File: src/rtl/alu_serial.sv
// Multi-precision 74181-style ALU that walks WIDTH = 8*SLICES bit operands one
// byte per clock through a single 8-bit slice, with registered results and flags.
module alu_serial #(
  parameter  int SLICES = 2,
  localparam int WIDTH  = 8 * SLICES
) (
  input  logic             clk,
  input  logic             reset,
  input  logic             start,
  input  logic [WIDTH-1:0] A,
  input  logic [WIDTH-1:0] B,
  input  logic             CI,
  input  logic [5:0]       OP,
  output logic             busy,
  output logic             done,
  output logic [WIDTH-1:0] F,
  output logic             CO,
  output logic             Z,
  output logic             N,
  output logic             V,
  output logic             dbg_state
);

  // Handshake: start is taken only while idle (operands, CI and OP captured on
  // that edge); busy is high for the SLICES cycles that follow; done is a single
  // cycle pulse coinciding with the result update, and start may be taken again
  // in that same cycle. start while busy is dropped, never queued.

  localparam int            IW   = (SLICES > 1) ? $clog2(SLICES) : 1;
  localparam logic [IW-1:0] LAST = IW'(SLICES - 1);

  typedef enum logic {IDLE = 1'b0, RUN = 1'b1} state_t;

  state_t           state_q, state_d;
  logic [WIDTH-1:0] a_q, b_q, acc_q;
  logic [5:0]       op_q;
  logic             carry_q;
  logic [IW-1:0]    idx_q;

  logic [7:0]       a_s, b_s, x_s, y_s, slice_f;
  logic [8:0]       sum9;
  logic             slice_co, last_slice, is_add, is_sub, v_full, co_full;
  logic [WIDTH-1:0] f_full;

  // One 74181 slice: F(arith) = X plus Y plus carry; F(logic) = NOT(X xor Y).
  always_comb begin
    a_s     = a_q[8*idx_q +: 8];
    b_s     = b_q[8*idx_q +: 8];
    x_s     = a_s | (b_s & {8{op_q[0]}}) | (~b_s & {8{op_q[1]}});
    y_s     = (a_s & b_s & {8{op_q[3]}}) | (a_s & ~b_s & {8{op_q[2]}});
    sum9    = {1'b0, x_s} + {1'b0, y_s} + {8'b0, carry_q};
    slice_f = sum9[7:0];
    slice_co = sum9[8];
    if (op_q[5]) begin
      // carry_q holds the shift-in bit coming down from the higher slice
      slice_f  = {carry_q, a_s[7:1]};
      slice_co = a_s[0];
    end else if (op_q[4]) begin
      slice_f  = ~(x_s ^ y_s);
      slice_co = 1'b0;
    end
  end

  always_comb begin
    f_full                = acc_q;
    f_full[8*idx_q +: 8]  = slice_f;
    last_slice = op_q[5] ? (idx_q == '0) : (idx_q == LAST);
    is_add     = (op_q == 6'b001001);
    is_sub     = (op_q == 6'b000110);
    v_full     = 1'b0;
    if (is_add)
      v_full = (a_q[WIDTH-1] == b_q[WIDTH-1]) && (f_full[WIDTH-1] != a_q[WIDTH-1]);
    else if (is_sub)
      v_full = (a_q[WIDTH-1] != b_q[WIDTH-1]) && (f_full[WIDTH-1] != a_q[WIDTH-1]);
    co_full = (op_q[5] || !op_q[4]) ? slice_co : 1'b0;
  end

  always_comb begin
    state_d   = state_q;
    busy      = 1'b0;
    dbg_state = state_q;
    case (state_q)
      IDLE: if (start) state_d = RUN;
      RUN: begin
        busy = 1'b1;
        if (last_slice) state_d = IDLE;
      end
      default: state_d = IDLE;
    endcase
  end

  always_ff @(posedge clk) begin
    if (reset) begin
      state_q <= IDLE;
      a_q     <= '0;
      b_q     <= '0;
      acc_q   <= '0;
      op_q    <= '0;
      carry_q <= 1'b0;
      idx_q   <= '0;
      done    <= 1'b0;
      F       <= '0;
      CO      <= 1'b0;
      Z       <= 1'b0;
      N       <= 1'b0;
      V       <= 1'b0;
    end else begin
      state_q <= state_d;
      done    <= 1'b0;
      case (state_q)
        IDLE: begin
          if (start) begin
            a_q     <= A;
            b_q     <= B;
            op_q    <= OP;
            carry_q <= CI;
            acc_q   <= '0;
            idx_q   <= OP[5] ? LAST : '0;
          end
        end
        RUN: begin
          acc_q   <= f_full;
          carry_q <= slice_co;
          idx_q   <= op_q[5] ? idx_q - 1'b1 : idx_q + 1'b1;
          if (last_slice) begin
            F    <= f_full;
            CO   <= co_full;
            Z    <= (f_full == '0);
            N    <= f_full[WIDTH-1];
            V    <= v_full;
            done <= 1'b1;
          end
        end
        default: ;
      endcase
    end
  end

endmodule

File: config.mk
export PLATFORM = sky130hd
export DESIGN_NAME = alu_serial
export DESIGN_NICKNAME = d
export VERILOG_FILES = /design/src/rtl/alu_serial.sv
export SDC_FILE = /design/constraint.sdc
export NUM_CORES = 1
export LEC_CHECK = 0
export ABC_CLOCK_PERIOD_IN_PS = 3400
export BUFFER_PORTS_ARGS = -buffer_cell sky130_fd_sc_hd__buf_4
export CAP_MARGIN = 20
export CORE_ASPECT_RATIO = 1.25
export CORE_MARGIN = 2
export CORE_UTILIZATION = 45
export DETAILED_ROUTE_END_ITERATION = 12
export GPL_TIMING_DRIVEN = 1
export PLACE_DENSITY = 0.72
export REMOVE_ABC_BUFFERS = 1
export SLEW_MARGIN = 20
export SYNTH_ARGS = -nofsm -noshare
export SYNTH_HDL_FRONTEND = slang
export SYNTH_SLANG_ARGS = --single-unit
File: constraint.sdc
create_clock -name clk -period 3.4 [get_ports clk]
set_clock_uncertainty 0.15 [all_clocks]
set_input_delay 0.17 -clock clk [delete_from_list [all_inputs] [get_ports clk]]
set_output_delay 0.17 -clock clk [all_outputs]
set_load 0.01 [all_outputs]
After elaboration in Yosys (flattened, before gate mapping)
Cells that the tools add are included.
{"block": "word_totals", "register_bits": 78, "elab_cells": 72}
{"block": "classes", "muxes": 22, "shift": 4, "n_addsub": 5, "reduce_logical": 8, "n_eq_ne": 6, "bitwise": 14}
{"operator": "bitwise AND 8 bit", "n": 6}
{"operator": "negator 4 -> 34 bit", "n": 1}
{"operator": "variable shift 8 x 34 -> 16 bit, first input constant", "n": 1}
{"operator": "variable part select 8 x 34 -> 16 bit", "n": 1}
{"operator": "case mux 16 bit (2 select lines)", "n": 1}
{"operator": "variable part select 16 x 5 -> 8 bit", "n": 2}
{"operator": "OR 8 bit", "n": 3}
{"operator": "bitwise mux 16 bit", "n": 1}
{"operator": "zero test 16 bit", "n": 1}
{"operator": "2-to-1 mux 16 bit", "n": 1}
{"operator": "2-to-1 mux 8 bit", "n": 2}
{"operator": "NOT 8 bit", "n": 2}
{"operator": "2-to-1 mux 1 bit", "n": 14}
{"operator": "adder 8 x 8 -> 9 bit", "n": 1}
{"operator": "adder 9 x 1 -> 9 bit", "n": 1}
{"operator": "XOR 8 bit", "n": 1}
{"operator": "equality test 6 x 3 -> 1 bit, second input constant", "n": 1}
{"operator": "equality test 6 x 4 -> 1 bit, second input constant", "n": 1}
{"operator": "case mux 1 bit (2 select lines)", "n": 3}
{"operator": "AND reduction 2 bit", "n": 2}
{"operator": "logical AND 1 bit", "n": 2}
{"operator": "!= test 1 bit", "n": 2}
{"operator": "!= test 2 bit, second input constant", "n": 1}
{"operator": "NOT 1 bit", "n": 2}
{"operator": "6 further kinds", "n": 6}

Logic depth before layout (Yosys ltp)
Gate-level depths: netlist of run 1.
{"block": "depth", "depth_word": 15, "mapped_depth": 17, "depth_no_buf": 13}

Least setup slack after synthesis of run 1
Ideal clock, no wire load.
{"block": "synth_timing", "path_kind": "reg-to-reg", "start": "register idx_q", "end": "register Z", "setup_ns": 0.059, "path_buffers": 4, "stages_incl_launch_ff": 17, "t_arrival_ns": 3.535, "slack_ns": -0.344, "cell_sequence": "dfxtp_1 buf_6 buf_2 clkbuf_8 buf_6 mux2i_1 mux2i_1 nor2_1 fa_1 inv_1 fa_1 nor3b_1 a311oi_1 or3_1 or4_1 nor4b_2 a22o_1"}
{"block": "synth_via", "elab_chain_len": 12}
{"element": "start: declaration", "line": "38", "source": "logic [IW-1:0] idx_q;"}
{"element": "start signal: assignment", "line": "118", "source": "idx_q <= OP[5] ? LAST : '0;"}
{"element": "start signal: assignment", "line": "124", "source": "idx_q <= op_q[5] ? idx_q - 1'b1 : idx_q + 1'b1;"}
{"element": "variable part select 16 x 5 -> 8 bit", "line": "48", "source": "b_s = b_q[8*idx_q +: 8];"}
{"element": "NOT 8 bit", "line": "49, 50"}
{"element": "bitwise AND 8 bit (2 in a row)", "line": "50", "source": "y_s = (a_s & b_s & {8{op_q[3]}}) | (a_s & ~b_s & {8{op_q[2]}});"}
{"element": "OR 8 bit", "line": "50"}
{"element": "adder 8 x 8 -> 9 bit or XOR 8 bit (tied branches)", "line": "51, 59"}
{"element": "adder 9 x 1 -> 9 bit or NOT 8 bit (tied branches)", "line": "51, 59"}
{"element": "2-to-1 mux 8 bit", "line": "58", "source": "end else if (op_q[4]) begin"}
{"element": "2-to-1 mux 8 bit", "line": "54", "source": "if (op_q[5]) begin"}
{"element": "variable part select 8 x 34 -> 16 bit", "line": "66", "source": "f_full[8*idx_q +: 8] = slice_f;"}
{"element": "bitwise mux 16 bit", "line": "66"}
{"element": "zero test 16 bit", "line": "128", "source": "Z <= (f_full == '0);"}
{"element": "end signal: assignment", "line": "128"}
{"element": "end: declaration", "line": "18", "source": "output logic Z,"}
Several ways; a longest one is shown, not always the timed one.
A chain may end at the register's enable or synchronous reset.

Worst setup path after layout of run 1
Ends and elaborated chain as after synthesis.

==> results.json, run 1 <==
{
  "status": "completed",
  "syn-cell-area_um2": 4100,
  "critPathSlowestCell": "fa_1",
  "crit_type": "flop to flop",
  "vias_per_cell": 5.33,
  "fin_util": 0.619,
  "powerDensity_nw_per_um2": 408,
  "synth_cell_types": 59,
  "ios": 65,
  "required_ns": 3.57,
  "r2r_start": "idx_q$_SDFFE_PP0P_",
  "cp_max_fo": 6,
  "r2r_slack_ns": 0.04,
  "ir_drop_mv": 0.224,
  "slowest_delay_ns": 0.53,
  "grt_pass1_wl_um": 16600,
  "multi_input_area_um2": 2450,
  "clock_latency_ns": 0.37,
  "instances_no_fill": 743,
  "synth_warnings": 0,
  "cts_buffers": 9,
  "worstPathCellList": "buf_12 -> mux2i_4 -> mux2i_1 -> nor2_2 -> inv_1 -> fa_1 -> nor3b_2 -> a311oi_1 -> or3_1 -> or4_1 -> nor4b_2 -> a22o_1",
  "cts_tree": "done",
  "die_h_um": 111,
  "clk_root_buffer_cell": "clkbuf_8",
  "critPathCaptureType": "flop",
  "grt-ovfl-total": 0,
  "max-slew-margin-rel": 0.469,
  "firstDrtPassIters": 5,
  "n_antenna_cell": 0,
  "final_hold_viol_count": 0,
  "yosys-top-cells-count": "nand2_1 (120), dfxtp_1 (77), a21oi_1 (71)",
  "grt_usage": 0.212,
  "die_area_um2": 9900,
  "wl_um": 10400,
  "drv_slew": 0,
  "clk_pin_slew_ns": 0.07,
  "antenna_found_initial": 0,
  "fill_cells": 767,
  "drc_errors": 0,
  "grt_max_degree": 79,
  "routedWlPerCell_um": 14.0,
  "placed_area_um2": 4640,
  "die_w_um": 89.4,
  "clkSinkCount": 77,
  "timing.rr.end": "Z$_SDFFE_PP0P_",
  "timing.fmax_mhz": 297,
  "endpoint": "Z$_SDFFE_PP0P_",
  "startpoint_type": "flop",
  "tightest_slew_ns": 0.796,
  "synthCells": 528,
  "ys_ff_latch": 77,
  "core_area_um2": 8750,
  "cts_max_level": 3,
  "rsz0062_at_grt": "yes",
  "cts_buffer_depth": 2,
  "areaGrowthSynthToFinish_pct": 32.0,
  "worstSetupStartpoint": "idx_q$_SDFFE_PP0P_",
  "vias": 3959,
  "synth_top_flop_cell": "dfxtp_1",
  "drive_above_1_share": 0.204,
  "synth_most_common_cell": "nand2_1",
  "dpl.hpwl_um": 6850,
  "place.gp.congestion": 0.855,
  "yosysTopAreaCell": "dfxtp_1",
  "avgSynthCellArea_um2": 7.77,
  "netlist_top_cells_area": "dfxtp_1 (38%), nand2_1 (11%), a21oi_1 (8.7%)",
  "crit_arrival_ns": 3.53,
  "period_needed_ns": 3.36,
  "period_share": 0.989,
  "hp-class": "primary input to flop",
  "rows": 38,
  "dp_cells": 686,
  "grt_pass1_vias": 3666,
  "setup_violations": 0,
  "ant_nets": 0,
  "portBuffers": 64,
  "drtIter0Drc": 170,
  "fin_area_um2": 5410,
  "start_util": 0.469,
  "synth-seq-area-share": 0.376,
  "power.leakage_nw": 2.23,
  "synth_edf_count": 0,
  "maxCapViolCount": 0,
  "reg2reg_depth": 12,
  "async_reset_ff_frac": 0,
  "seqCellArea_um2": 1550,
  "final_nets": 671,
  "synth_top_area_frac": 0.376
}
layer usage:
metal | vias to the layer above | GRT usage | wire (um)
li1 | 2010 | - | -
met1 | 1844 | 0.261 | 4380
met2 | 88 | 0.344 | 5410
met3 | 17 | 0.0499 | 432
met4 | 0 | 0.0955 | 182
met5 | - | 0 | 0
cell type report:
type	instances	area share
clock buffer	14	0.0319
sequential	77	0.285
clock inverter	1	0.000925
tap	120	0.0277
inverter	8	0.00555
multi-input combinational	400	0.452
timing repair buffer	123	0.196
stage by stage:
stage | total power, mW | worst slack [ns] | hold WS [ns] | TNS (ns)
CTS | 2.17 | 0.0223 | 0.0301 | 0
detailed placement | 1.49 | 0.0108 | 0.278 | 0
finish | 2.21 | 0.0373 | 0.0365 | 0
global route | 2.32 | -0.0999 | 0.0851 | -0.235
floorplan | 1.31 | -0.938 | 0.0891 | -15.66
global placement | 1.48 | 0.0990 | 0.265 | 0
how the worst min path moves through the flow:
stage | to | cells after the start | from | slack, ns
3_5_place_dp | a_q[6]$_SDFFE_PP0P_ | 3 | A[6] | 0.28
3_3_place_gp | a_q[10]$_SDFFE_PP0P_ | 3 | A[10] | 0.27
2_1_floorplan | F[10]$_SDFFE_PP0P_ | 1 | reset | 0.09
5_1_grt | acc_q[5]$_SDFFE_PP0P_ | 4 | start | 0.09
4_1_cts | carry_q$_SDFFE_PP0P_ | 3 | CI | 0.03
6_report | carry_q$_SDFFE_PP0P_ | 3 | CI | 0.04
critical path, delay by kind of cell, from the launching register on:
family	cells	cell delay, ns
flip-flops	1	0.38
AND/OR/NAND/NOR	5	1.42
buffers and inverters	2	0.21
multiplexers	2	0.40
adder cells (fa/ha/maj)	1	0.53
AO/OA/AOI/OAI	2	0.21
registers in the layout, indices dropped and copies added (netlist names):
| register | flops |
|---|---|
| dbg_state | 1 |
| acc_q | 16 |
| op_q | 6 |
| b_q | 16 |
| F | 16 |
| V | 1 |
| a_q | 16 |
| carry_q | 1 |
| idx_q | 1 |
| Z | 1 |
| CO | 1 |
| done | 1 |
timing repair:
action                                 CTS  global route
setup endpoints to repair                1            14
setup buffers                            0             3
cloned                                   0             1
hold buffers                            38             0
pin swaps                                0             5
endpoints found under the hold margin   39             0
resized for setup                        2            29
power by group:
group	leakage (nW)	switching, mW	internal, mW
registers	0.629	0.0481	0.952
logic	1.51	0.293	0.272
clock network	0.0926	0.325	0.321
logic make-up (layout without fill, tap and decap cells):
| family | Yosys count | in the layout | share of synthesized area |
|---|---|---|---|
| mux | 36 | 36 | 0.0882 |
| buf+inv | 51 | 146 | 0.0641 |
| fa+ha+maj | 10 | 10 | 0.0342 |
| compound gates | 130 | 130 | 0.195 |
| xor+xnor | 5 | 5 | 0.0107 |
| flops | 77 | 77 | 0.376 |
| simple gates | 219 | 219 | 0.232 |
layout by cell type (no fill, tap or decap), types with 3 or more instances in the layout:
cell / n
nand2_1: 120
buf_4: 82
dfxtp_1: 76
a21oi_1: 71
nor2_1: 49
dlygate4sd3_1: 38
mux2i_1: 24
clkbuf_8: 12
o21ai_0: 11
mux2i_4: 7
inv_1: 7
a211oi_1: 6
nor3b_1: 6
ha_1: 6
nand2b_1: 5
nand3_1: 5
o21a_1: 5
nor3_1: 5
a22oi_1: 4
o211ai_1: 4
mux2i_2: 4
a31oi_1: 4
nor4_1: 4
nor2b_1: 3
nor2_2: 3
nand4_1: 3
o21ai_1: 3
or3_1: 3
xnor2_1: 3
and3_1: 3
Note: power is estimated with default switching activity, not from simulation.
==> run 2, diff against run 1 <==
--- a/config.mk
+++ b/config.mk
@@ -9,7 +9,6 @@
 export BUFFER_PORTS_ARGS = -buffer_cell sky130_fd_sc_hd__buf_4
 export CAP_MARGIN = 20
 export CORE_ASPECT_RATIO = 1.25
-export CORE_MARGIN = 2
 export CORE_UTILIZATION = 45
 export DETAILED_ROUTE_END_ITERATION = 12
 export GPL_TIMING_DRIVEN = 1
==> run 2 against run 1 <==
Effect of this change:
- the run now ends with negative setup slack left
- routed wire length up 3.1%
- worst setup slack worse by 0.081 ns
- power increased by 2.0%
- core utilization up 0.14 points
- critical path type unchanged
==> results.json, run 2 (synthesis results as in run 1) <==
{
  "crit_type": "flop to flop",
  "internal_power_mw": 1.58,
  "cp_top_family": "simple AND/OR/NAND/NOR gates",
  "grt_max_degree": 79,
  "powerDensity_nw_per_um2": 416,
  "holdWs_ns": 0.0311,
  "core_area_um2": 8750,
  "firstDrtPassIters": 5,
  "ios": 65,
  "clk_pin_slew_ns": 0.08,
  "cts_max_level": 3,
  "drive_above_1_share": 0.205,
  "setup_violations": 1,
  "rsz0062_at_grt": "yes",
  "areaGrowthSynthToFinish_pct": 32.3,
  "slowest_delay_ns": 0.58,
  "critPathCaptureType": "flop",
  "final_common_cell": "nand2_1",
  "drc_errors": 0,
  "die_h_um": 109,
  "final_nets": 677,
  "sw_frac_of_total": 0.298,
  "routedWlPerCell_um": 14.3,
  "r2r_start": "idx_q$_SDFFE_PP0P_",
  "reg2reg_depth": 12,
  "place.gp.congestion": 0.874,
  "drtIter0Drc": 208,
  "final_hold_viol_count": 0,
  "timing.rr.end": "Z$_SDFFE_PP0P_",
  "start_util": 0.469,
  "antenna_found_initial": 0,
  "r2r_slack_ns": -0.04,
  "tightest_slew_ns": 0.773,
  "n_antenna_cell": 0,
  "violations": "negative setup slack",
  "pwr-share-seq": 0.443,
  "comb_power_share": 0.251,
  "period_needed_ns": 3.44,
  "setup_tns_ns": -0.0440,
  "cp_max_fo": 7,
  "hp-class": "primary input to flop",
  "clk_root_buffer_cell": "clkbuf_8",
  "worstPathCellList": "buf_12 -> mux2i_4 -> mux2i_1 -> nand2_1 -> inv_1 -> fa_1 -> nor3b_2 -> a311oi_1 -> or3_1 -> or4_1 -> nor4b_2 -> a22o_1",
  "max-slew-margin-rel": 0.485,
  "power.leakage_nw": 2.27,
  "critPathSlowestCell": "fa_1",
  "cts_buffers": 9,
  "vias_per_cell": 5.41,
  "die_w_um": 87.4,
  "ant_nets": 0,
  "portBuffers": 64,
  "dpl.hpwl_um": 7030,
  "timing.fmax_mhz": 290,
  "grt-ovfl-total": 0,
  "vias": 4056,
  "required_ns": 3.57,
  "startpoint_type": "flop",
  "grt_pass1_wl_um": 17200,
  "p_sw_uw": 672,
  "mostFrequentLayoutCells": "nand2_1 (120), buf_4 (87), dfxtp_1 (76)",
  "die_area_um2": 9500,
  "ir_drop_mv": 0.231,
  "wl_um": 10700,
  "whs_path_depth": 3,
  "rows": 38,
  "clkSinkCount": 77,
  "fin_ws_ns": -0.0440,
  "clock_latency_ns": 0.36,
  "crit_arrival_ns": 3.61,
  "min-delay-start": "CI",
  "grt_pass1_vias": 3820,
  "cts_buffer_depth": 2,
  "clockPowerShare": 0.306,
  "drv_slew": 0,
  "maxCapViolCount": 0,
  "critPathBufInv": 2,
  "status": "finished with violations",
  "min_to": "carry_q$_SDFFE_PP0P_",
  "period_share": 1.01,
  "grt_usage": 0.233,
  "cts_tree": "done"
}
run 2: cell types whose count changed in the layout (fill, tap and decap cells not counted), sizes merged:
cell / before / now
clkbuf: 15 / 12
clkinvlp: 0 / 1
bufinv: 0 / 1
clkinv: 2 / 3
bufbuf: 0 / 1
buf: 84 / 90
run 2: metrics by stage:
| stage | utilization | area (um2) | cells | worst slack, ns | total power, mW |
|---|---|---|---|---|---|
| 2_1_floorplan | - | 3870 | 485 | -0.938 | 1.31 |
| 3_3_place_gp | 0.532 | 4650 | 687 | 0.0555 | 1.48 |
| 3_5_place_dp | 0.532 | 4650 | 687 | -0.0609 | 1.50 |
| 4_1_cts | 0.607 | 5310 | 744 | 0.00732 | 2.24 |
| 5_1_grt | 0.620 | 5430 | 750 | -0.190 | 2.36 |
| 6_report | 0.620 | 5430 | 750 | -0.0440 | 2.25 |
run 2: worst max path at each step:
stage,start,to,slack [ns],depth (start not counted)
global route,idx_q$_SDFFE_PP0P_,Z$_SDFFE_PP0P_,-0.19,12
detailed placement,idx_q$_SDFFE_PP0P_,Z$_SDFFE_PP0P_,-0.06,12
global placement,idx_q$_SDFFE_PP0P_,Z$_SDFFE_PP0P_,0.06,12
floorplan,idx_q$_SDFFE_PP0P_,Z$_SDFFE_PP0P_,-0.94,13
finish,idx_q$_SDFFE_PP0P_,Z$_SDFFE_PP0P_,-0.04,12
CTS,idx_q$_SDFFE_PP0P_,Z$_SDFFE_PP0P_,0.007,12
run 2: what timing repair did:
action,CTS,global route
setup buffers,2,6
pin swaps,2,4
resized for setup,7,13
hold buffers,38,0
setup endpoints to repair,1,8
cloned,1,0
endpoints found under the hold margin,39,0
run 2: tightest hold or removal path, stage by stage:
cell,delay (ns)
buf_4,0.08
a211oi_1,0.06
a211oi_1,0.19
run 2: cell type report:
class | count | area [um2]
clock buffer | 12 | 145
clock inverter | 4 | 47.5
fill | 786 | 3320
inverter | 8 | 30.0
multi-input combinational | 400 | 2390
sequential | 77 | 1550
tap | 120 | 150
timing repair buffer | 129 | 1120
run 2: power by group through the flow:
| stage | clock network [mW] | registers (mW) | logic, mW |
|---|---|---|---|
| 6_report | 0.690 | 1.00 | 0.565 |
| 3_3_place_gp | 0 | 1.01 | 0.469 |
| 5_1_grt | 0.735 | 1.01 | 0.621 |
| 4_1_cts | 0.705 | 0.997 | 0.536 |
| 3_5_place_dp | 0 | 1.02 | 0.482 |
| 2_1_floorplan | 0 | 1.03 | 0.276 |
run 2: routing by layer:
metal | global-route usage | vias to the layer above | wire [um]
met2 | 0.420 | 118 | 5560
li1 | - | 2012 | -
met4 | 0.122 | 0 | 299
met1 | 0.259 | 1902 | 4450
met3 | 0.0416 | 24 | 428
met5 | 0 | - | 0
==> run 3, diff against run 2 <==
--- a/config.mk
+++ b/config.mk
@@ -8,11 +8,13 @@
 export ABC_CLOCK_PERIOD_IN_PS = 3400
 export BUFFER_PORTS_ARGS = -buffer_cell sky130_fd_sc_hd__buf_4
 export CAP_MARGIN = 20
+export CELL_PAD_IN_SITES_DETAIL_PLACEMENT = 2
+export CELL_PAD_IN_SITES_GLOBAL_PLACEMENT = 2
 export CORE_ASPECT_RATIO = 1.25
-export CORE_UTILIZATION = 45
+export CORE_UTILIZATION = 30
 export DETAILED_ROUTE_END_ITERATION = 12
 export GPL_TIMING_DRIVEN = 1
-export PLACE_DENSITY = 0.72
+export PLACE_DENSITY = 0.81
 export REMOVE_ABC_BUFFERS = 1
 export SLEW_MARGIN = 20
 export SYNTH_ARGS = -nofsm -noshare
==> run 3 against run 2 <==
Effect of this change:
- the run still ends with negative setup slack left
- register-to-register slack lost 0.30 ns
- worst setup slack lost 0.30 ns
- core utilization shrank 19 points
- power grew 22%
- flip-flop and latch count is the same
- sequential power is essentially flat
- global-route usage grew 0.82 points
- final cell count grew 7.3%
- clock-buffer cell count is the same
- critical path depth grew 1
- critical endpoint unchanged
==> results.json, run 3 (synthesis results as in run 1) <==
{
  "drc_errors": 0,
  "drv_slew": 0,
  "max-slew-margin-rel": 0.427,
  "antenna_found_initial": 0,
  "routedWlPerCell_um": 23.8,
  "fill_cells": 1489,
  "required_ns": 3.54,
  "grt-ovfl-total": 0,
  "internal_power_mw": 1.87,
  "cp_max_fo": 7,
  "grt_usage": 0.241,
  "powerDensity_nw_per_um2": 475,
  "n_antenna_cell": 0,
  "clock_latency_ns": 0.35,
  "final_hold_viol_count": 0,
  "die_h_um": 133,
  "hp-class": "primary input to flop",
  "r2r_slack_ns": -0.35,
  "setup_tns_ns": -0.645,
  "reg2reg_depth": 13,
  "vias_per_cell": 5.56,
  "areaGrowthSynthToFinish_pct": 40.6,
  "period_needed_ns": 3.75,
  "mostFrequentLayoutCells": "nand2_1 (119), buf_4 (91), dfxtp_1 (76)",
  "place.gp.congestion": 0.807,
  "instances_no_fill": 805,
  "final_common_cell": "nand2_1",
  "drive_above_1_share": 0.249,
  "crit_arrival_ns": 3.89,
  "core_area_um2": 13300,
  "cts_tree": "done",
  "clkSinkCount": 77,
  "cts_buffers": 9,
  "min-delay-start": "CI",
  "startpoint_type": "flop",
  "min_to": "carry_q$_SDFFE_PP0P_",
  "clockPowerShare": 0.380,
  "die_w_um": 107,
  "clk_pin_slew_ns": 0.07,
  "grt_pass1_vias": 4786,
  "firstDrtPassIters": 5,
  "cts_buffer_depth": 2,
  "dp_cells": 748,
  "ant_nets": 0,
  "cts_max_level": 3,
  "status": "finished with violations",
  "setup_violations": 9,
  "wl_um": 19100,
  "drtIter0Drc": 215,
  "maxCapViolCount": 0,
  "period_share": 1.10,
  "critPathCaptureType": "flop",
  "violations": "negative setup slack",
  "pwr-share-seq": 0.369,
  "ios": 65,
  "vias": 4477,
  "fin_ws_ns": -0.347,
  "comb_power_share": 0.252,
  "rsz0062_at_grt": "yes",
  "seqCellArea_um2": 1550,
  "rows": 47,
  "power.leakage_nw": 2.33,
  "tightest_slew_ns": 0.859,
  "whs_path_depth": 3,
  "clk_root_buffer_cell": "clkbuf_16",
  "die_area_um2": 14100,
  "portBuffers": 64,
  "r2r_start": "idx_q$_SDFFE_PP0P_",
  "sw_frac_of_total": 0.317,
  "ir_drop_mv": 0.264,
  "multi_input_area_um2": 2540,
  "grt_max_degree": 79,
  "grt_pass1_wl_um": 26100,
  "timing.fmax_mhz": 267,
  "final_nets": 682,
  "p_sw_uw": 869,
  "dpl.hpwl_um": 9760,
  "crit_type": "flop to flop",
  "timing.rr.end": "Z$_SDFFE_PP0P_",
  "start_util": 0.309
}
==> run 3: cell types whose count changed in the layout (fill, tap and decap cells not counted), sizes merged <==
cell	previous run	this run
buf	90	96
bufbuf	1	0
clkinvlp	1	0
==> run 3: power by group through the flow <==
stage / clock [mW] / combinational, mW / sequential (mW)
3_3_place_gp: 0 / 0.504 / 1.01
4_1_cts: 1.02 / 0.598 / 1.00
2_1_floorplan: 0 / 0.276 / 1.03
3_5_place_dp: 0 / 0.530 / 1.02
5_1_grt: 1.08 / 0.729 / 1.02
6_report: 1.04 / 0.690 / 1.01
==> run 3: routing by layer <==
metal	wire length, um	vias up	GRT usage
met5	0	-	0
met2	10000	153	0.437
met4	873	0	0.119
li1	-	2012	-
met3	795	61	0.0335
met1	7480	2251	0.273
==> run 3: worst max path at each step <==
| stage | from | to | slack, ns | cells after the start |
|---|---|---|---|---|
| 2_1_floorplan | idx_q$_SDFFE_PP0P_ | Z$_SDFFE_PP0P_ | -0.94 | 13 |
| 3_3_place_gp | idx_q$_SDFFE_PP0P_ | Z$_SDFFE_PP0P_ | 0.05 | 12 |
| 3_5_place_dp | idx_q$_SDFFE_PP0P_ | Z$_SDFFE_PP0P_ | -0.12 | 12 |
| 4_1_cts | idx_q$_SDFFE_PP0P_ | Z$_SDFFE_PP0P_ | -0.07 | 12 |
| 5_1_grt | idx_q$_SDFFE_PP0P_ | Z$_SDFFE_PP0P_ | -0.43 | 12 |
| 6_report | idx_q$_SDFFE_PP0P_ | Z$_SDFFE_PP0P_ | -0.35 | 13 |
==> run 3: final cells by class <==
cell class                 count  share of cell area
clock buffer                  12              0.0462
timing repair buffer         134               0.195
multi-input combinational    400               0.441
tap                          171              0.0371
sequential                    77               0.268
clock inverter                 3             0.00759
inverter                       8             0.00521
==> run 3: timing repair <==
| action | CTS | global route |
|---|---|---|
| hold buffers | 38 | 0 |
| pin swaps | 3 | 12 |
| buffers inserted | 1 | 3 |
| hold endpoints to repair | 38 | 0 |
| setup endpoints to repair | 8 | 16 |
| resized for setup | 20 | 37 |
| cloned | 0 | 0 |
==> run 3: metrics by stage <==
| step | utilization | hold WS (ns) | worst slack, ns | instance area [um2] | total power [mW] |
|---|---|---|---|---|---|
| final | 0.434 | 0.0873 | -0.347 | 5770 | 2.74 |
| after global routing | 0.434 | 0.117 | -0.426 | 5770 | 2.83 |
| after CTS | 0.419 | 0.110 | -0.0696 | 5570 | 2.62 |
| after detailed placement | 0.359 | 0.280 | -0.122 | 4780 | 1.55 |
| after global placement | 0.359 | 0.272 | 0.0540 | 4780 | 1.52 |
| after floorplan | - | 0.0891 | -0.938 | 3870 | 1.31 |
==> run 3: worst max-delay path, stage by stage (launching register included) <==
cell and delay (ns):
dfxtp_4 0.39, buf_8 0.16, mux2i_4 0.29, mux2i_1 0.28
nor2_2 0.08, buf_4 0.16, ha_4 0.23, a21o_1 0.23
a211oi_4 0.29, xor2_1 0.26, mux2i_2 0.14, or4_1 0.57
nor4b_2 0.28, a22o_1 0.17
